`src/rtl/temp_sensor_responder.sv`:
```
// temp_sensor_responder: averages 2**AVG_LOG2 ADC samples per read request and answers with {valid, data} after a fixed conversion delay
// Ports:
//   clk, reset        rising-edge clock, asynchronous active-high reset
//   rd_req            one-cycle read request from the controller
//   sensor_en         enable; low ignores requests and aborts any read in flight
//   raw_temp[7:0]     ADC sample, taken once per cycle while sampling
//   dout[8:0]         {valid, averaged temperature}; all zero unless responding
//   busy              high whenever a read is in flight
//   overrun_cnt[7:0]  saturating count of requests dropped while busy
module temp_sensor_responder #(
  parameter int CONV_CYCLES = 3,
  parameter int AVG_LOG2    = 2,
  parameter int RESP_HOLD   = 1
) (
  input  logic       clk,
  input  logic       reset,
  input  logic       rd_req,
  input  logic       sensor_en,
  input  logic [7:0] raw_temp,
  output logic [8:0] dout,
  output logic       busy,
  output logic [7:0] overrun_cnt
);
  localparam int AW = 8 + AVG_LOG2;
  localparam logic [3:0] S_LAST = 4'((1 << AVG_LOG2) - 1);
  localparam logic [3:0] C_LAST = 4'(CONV_CYCLES - 1);
  localparam logic [3:0] H_LAST = 4'(RESP_HOLD - 1);
  typedef enum logic [1:0] {IDLE, SAMPLE, CONVERT, RESPOND} state_t;
  state_t state_q;
  logic [AW-1:0] acc_q, acc_d;
  logic [3:0] cnt_q;
  logic [7:0] res_q, ovr_q;
  logic [8:0] dout_q;
  // Sum including this cycle's sample, so the final average is ready on the last sample edge.
  assign acc_d = acc_q + AW'(raw_temp);
  assign dout = dout_q;
  assign busy = state_q != IDLE;
  assign overrun_cnt = ovr_q;
  always_ff @(posedge clk or posedge reset) begin
    if (reset) begin
      state_q <= IDLE;
      acc_q <= '0;
      cnt_q <= '0;
      res_q <= '0;
      ovr_q <= '0;
      dout_q <= '0;
    end else begin
      if (rd_req && state_q != IDLE && ovr_q != 8'hFF) ovr_q <= ovr_q + 8'd1;
      if (state_q != IDLE && !sensor_en) begin
        state_q <= IDLE;
        acc_q <= '0;
        cnt_q <= '0;
        dout_q <= '0;
      end else begin
        case (state_q)
          IDLE: if (rd_req && sensor_en) begin
            state_q <= SAMPLE;
            acc_q <= '0;
            cnt_q <= '0;
          end
          SAMPLE: begin
            acc_q <= acc_d;
            cnt_q <= cnt_q + 4'd1;
            if (cnt_q == S_LAST) begin
              res_q <= acc_d[AW-1:AVG_LOG2];
              state_q <= CONVERT;
              cnt_q <= '0;
            end
          end
          CONVERT: begin
            cnt_q <= cnt_q + 4'd1;
            if (cnt_q == C_LAST) begin
              state_q <= RESPOND;
              dout_q <= {1'b1, res_q};
              cnt_q <= '0;
            end
          end
          RESPOND: begin
            cnt_q <= cnt_q + 4'd1;
            if (cnt_q == H_LAST) begin
              state_q <= IDLE;
              dout_q <= '0;
              cnt_q <= '0;
            end
          end
          default: state_q <= IDLE;
        endcase
      end
    end
  end
endmodule
```
`config.mk`:
```
export PLATFORM = sky130hd
export DESIGN_NAME = temp_sensor_responder
export DESIGN_NICKNAME = d
export VERILOG_FILES = /design/src/rtl/temp_sensor_responder.sv
export SDC_FILE = /design/constraint.sdc
export NUM_CORES = 1
export LEC_CHECK = 0
export ABC_CLOCK_PERIOD_IN_PS = 2500
export BUFFER_PORTS_ARGS = -buffer_cell sky130_fd_sc_hd__buf_2
export CAP_MARGIN = 20
export CORE_ASPECT_RATIO = 0.9
export CORE_MARGIN = 1.5
export CORE_UTILIZATION = 57
export DETAILED_ROUTE_END_ITERATION = 16
export PLACE_DENSITY = 0.85
export SYNTH_ARGS = -nofsm -noshare
export SYNTH_HDL_FRONTEND = slang
export SYNTH_SLANG_ARGS = --single-unit
```
`constraint.sdc`:
```
create_clock -name clk -period 2.5 [get_ports clk]
set_input_delay 0.25 -clock clk [delete_from_list [all_inputs] [get_ports clk]]
set_output_delay 0.25 -clock clk [all_outputs]
set_load 0.01 [all_outputs]
```
# Word-level counts from Yosys, hierarchy flattened

Index checks and enable logic that the tools add are counted.

Muxes and demuxes: 19
Eq/ne operators: 10
Bitwise gates (word level): 1
$add $sub $neg: 3
Reduce and logical (&&, ||, !) cells: 14

Operators with widths:

| operator                                             | count |
|---|---|
| 2-to-1 mux 9 bit                                     | 3 |
| 2-to-1 mux 10 bit                                    | 2 |
| 2-to-1 mux 4 bit                                     | 5 |
| one-hot mux 10 bit (2 select lines)                  | 1 |
| one-hot mux 9 bit (2 select lines)                   | 1 |
| one-hot mux 4 bit (4 select lines)                   | 1 |
| inequality test 3 bit (second input constant)        | 4 |
| adder 10 x 8 -> 10 bit                               | 1 |
| 2-to-1 mux 2 bit                                     | 5 |
| adder 8 x 1 -> 8 bit (second input constant)         | 1 |
| equality test 4 x 2 -> 1 bit (second input constant) | 2 |
| inequality test 8 bit (second input constant)        | 1 |
| one-hot mux 2 bit (4 select lines)                   | 1 |
| AND reduction 3 bit                                  | 2 |
| nonzero test 3 bit                                   | 2 |
| adder 4 x 1 -> 4 bit (second input constant)         | 1 |
| equality test 2 bit (second input constant)          | 2 |
| logical AND 1 bit                                    | 4 |
| logical NOT 4 bit                                    | 1 |
| AND reduction 4 bit                                  | 1 |
| equality test 2 x 1 -> 1 bit (second input constant) | 1 |
| logical NOT 2 bit                                    | 1 |
| AND reduction 2 bit                                  | 1 |
| nonzero test 2 bit                                   | 1 |
| other kinds (2)                                      | 2 |

Flip-flop bits (word level): 41
Logic and storage cells: 53

# Longest topological paths before layout

Word-level depth: 4
Gate-level depth with buffers: 9
Mapped depth without buffers: 8

# Least setup slack after synthesis

No wires, ideal clock.

Path kind: flip-flop to flip-flop
Start point: register acc_q[0]
End point: register res_q[4]
Period minus slack after synthesis: 1896 ps
Data required time: 2375 ps
Setup time: 125 ps
Arrival: 1771 ps
Setup slack: 604 ps
Stages on the path, launching flop included: 9
Cells stage by stage: dfrtp_1 > ha_1 > inv_1 > fa_1 > nand2b_2 > a21oi_2 > a211oi_4 > xnor2_1 > mux2_4

Longest elaborated chain between the ends: 1

RTL lines:

| item                   | line | text |
|---|---|---|
| start, declared        | 30   | `logic [AW-1:0] acc_q, acc_d;` |
| start signal, assigned | 42   | `acc_q <= '0;` |
| start signal, assigned | 51   | `acc_q <= '0;` |
| start signal, assigned | 58   | `acc_q <= '0;` |
| adder 10 x 8 -> 10 bit | 35   | `assign acc_d = acc_q + AW'(raw_temp);` |
| end signal, assigned   | 65   | `res_q <= acc_d[AW-1:AVG_LOG2];` |
| end, declared          | 32   | `logic [7:0] res_q, ovr_q;` |

No other way between the ends.
A chain may end at the register's enable or synchronous reset.

# Final worst setup path

Start point: register state_q[0]
End point: register dout_q[1] (netlist: dout[1])

Longest elaborated chain between the ends: 4
Elaborated cells on any way between the ends: 10
Those cells by class: 4 x eq/ne; 2 x mux; 4 x reduce/logical

RTL lines:

| item                                                                  | line | text |
|---|---|---|
| start, declared                                                       | 29   | `state_t state_q;` |
| start signal, assigned                                                | 41   | `state_q <= IDLE;` |
| start signal, assigned                                                | 50   | `state_q <= IDLE;` |
| start signal, assigned                                                | 57   | `state_q <= SAMPLE;` |
| nonzero test 2 bit                                                    | 49   | `if (state_q != IDLE && !sensor_en) begin` |
| logical AND 1 bit                                                     | 49   |  |
| inequality test 3 bit (no line) or nonzero test 3 bit (tied branches) | --   |  |
| AND reduction 3 bit (no line)                                         | --   |  |
| end signal, assigned                                                  | 74   | `dout_q <= {1'b1, res_q};` |
| end, declared                                                         | 33   | `logic [8:0] dout_q;` |

Parallel ways exist; a longest one is shown, timed or not.

==> qor.txt <==
Skew-Pair Late Insertion Delay: 300 ps
vias after detailed routing: 1656
ys async rst share: 1.00
worst vdd ir: 0.700 mV
unrepaired setup endpoints after global routing: no
share of cells above drive strength 1: 0.259
first-pass GRT wire length: 7520 µm
Total Routing Usage GR: 0.217
# port buffers: 29
largest area contributor in the netlist: dfrtp_1
r2r endpoint: dout[1]
H-tree depth: 2
Worst Path Arrival: 2250 ps
cts bufs inserted: 5
Die Y-Extent: 62.7 µm
Sum Neg Setup Slack: 0 ps
Mapped Cells: 202
clock skew: 3.68 ps
fin util: 0.679
Synth Register Bits: 41
vias per cell: 5.81
Bufs on Longest Clock Path: 2
max incr delay on CP: 530 ps
max_cap viols: 0
CP Cell Sequence: inv_1, ha_1, o22ai_1, nand3_1, nor4b_4, a22o_1
# diodes: 0
starting density of the core: 0.601
syn_nets: 231
Worst EP required: 2740 ps
WL per Instance: 15.0 µm
period utilization: 0.805
top post-synthesis cells by area: dfrtp_1 45%, ha_1 8.9%, a22o_1 6.2%
vias in the first global route: 1651
EDFF count, synth: 0
DRC viols: 0
total grt overflow: 0
initial antenna violation count: 0
area post-placement: 0.00247 mm²
worst min path class: in2async
top post-synthesis cells by count: 41 x dfrtp_1, 16 x a22o_1, 16 x ha_1, 13 x inv_1, 12 x nand2_1
Worst Setup End Kind: register
WL final: 4270 µm
Crit-path slowest cell: nor4b_4
fillers: 298
count leader, synth: dfrtp_1
CTS tree: done
Worst Tran Pin Value: 558 ps
hold_buf cts: 0
postcts setup bufs: 0
die area: 0.00435 mm²
initial DRC count: 77
Fin. Hold Viols: 0
P&R area growth vs syn: 13.0%
register area: 0.00103 mm²
depth of the most critical reg-to-reg path: 6
Crit path max-delay family: simple AND/OR/NAND/NOR gates
die width: 69.4 µm
footprint of the multi-input gates: 0.00116 mm²
PwrDens: 975 mW/mm²
1st-pass router iterations: 4
clk root buf: clkbuf_8
leakage: 1.28 nW
crit path buf inv count: 1
Final #Nets: 267
fmax: 0.497 GHz
Synth top area share: 0.454
Crit Path Class: reg2reg
crit path time final: 2010 ps
routability cong.: 0.873
Synth warnings: 0
Setup Viol. Count Final: 0
register area share after synthesis: 0.454
Antenna Violating Nets Remaining: 0
CP startpoint kind: register
largest net degree at the start of global routing: 42
HPWL after detailed placement: 3140 µm
Core ar.: 0.00376 mm²
status: completed
synthesized cell area: 0.00226 mm²
I/O pin count: 30
top_reg_cell synth: dfrtp_1
Sink Count: 41
worst flop-to-flop path startpoint: state_q[0]
final slew viol count: 0
CP Max Fanout: 9
Mean Syn Cell Area: 11.2 µm²
headroom to the max-slew limit: 0.627
Post-CTS Resized: 0
Yosys cell types: 47
worst reg-to-reg setup slack: 490 ps
Clk pin slew, worst setup/hold paths: 70 ps
design area: 0.00255 mm²
row cnt: 21
==> flip-flops by register name (all words and copies together), names as in the netlist <==
register / flops
overrun_cnt: 8
res_q: 8
cnt_q: 4
state_q: 2
acc_q: 10
dout: 9
==> worst max-delay path by stage <==
stage,from,end,depth (start not counted)
floorplan,acc_q[0],res_q[4],8
global placement,raw_temp[0],res_q[4],9
detailed placement,acc_q[0],res_q[4],8
CTS,state_q[0],dout[6],6
global route,state_q[0],dout[6],6
finish,state_q[0],dout[1],6
==> stage by stage <==
| stage | power (W) | worst slack [ps] | cells | hold WS [ps] |
|---|---|---|---|---|
| final | 0.00249 | 488 | 285 | 71.8 |
| after floorplan | 0.00178 | 604 | 202 | 449 |
| after detailed placement | 0.00208 | 506 | 277 | 419 |
| after global placement | 0.00204 | 569 | 277 | 397 |
| after global routing | 0.00267 | 344 | 285 | 131 |
| after CTS | 0.00250 | 481 | 285 | 95.3 |
==> layout make-up <==
type                    instances  share of cell area
flip-flops and latches         41               0.402
well taps                      46              0.0226
clock inverters                 2             0.00392
inverters                      15              0.0221
repair buffers                 32              0.0657
clock buffers                   6              0.0284
multi-input cells             143               0.455
==> worst reg2reg max path, stage by stage (launching register included) <==
cell     delay [ps]
dfrtp_1         410
inv_1            90
ha_1            270
o22ai_1         240
nand3_1         190
nor4b_4         540
a22o_1          210
==> placed cells by master (no fill, tap or decap), types with 8 or more instances in the layout <==
master / netlist / layout
a22o_1: 16 / 16
buf_2: 3 / 29
dfrtp_1: 41 / 41
ha_1: 16 / 16
inv_1: 13 / 13
nand2_1: 12 / 12
nor2_1: 9 / 9
o21ai_0: 8 / 8
xnor2_1: 10 / 10
==> cell families (layout without fill, tap and decap cells) <==
group	count (synthesis)	in the layout	share of synthesized area
AND/OR/NAND/NOR	49	49	0.121
buffers and inverters	18	55	0.0316
multiplexers	10	10	0.0510
XOR/XNOR	14	14	0.0543
flip-flops	41	41	0.454
adder cells (fa/ha/maj)	17	17	0.0975
AO/OA/AOI/OAI	53	53	0.190
==> routing by layer <==
layer,vias up,wire (µm),GRT usage
met3,10,166,0.0500
met1,804,1980,0.292
met2,37,2020,0.340
met4,0,95,0.0882
met5,-,0,0
li1,805,-,-
==> power breakdown <==
group / total (W) / switching, W / leakage, nW / internal (W)
Combinational: 0.00112 / 0.000647 / 0.686 / 0.000476
Clock: 0.000414 / 0.000221 / 0.0450 / 0.000193
Sequential: 0.000951 / 0.000138 / 0.552 / 0.000813
(Power assumes the default switching activity.)
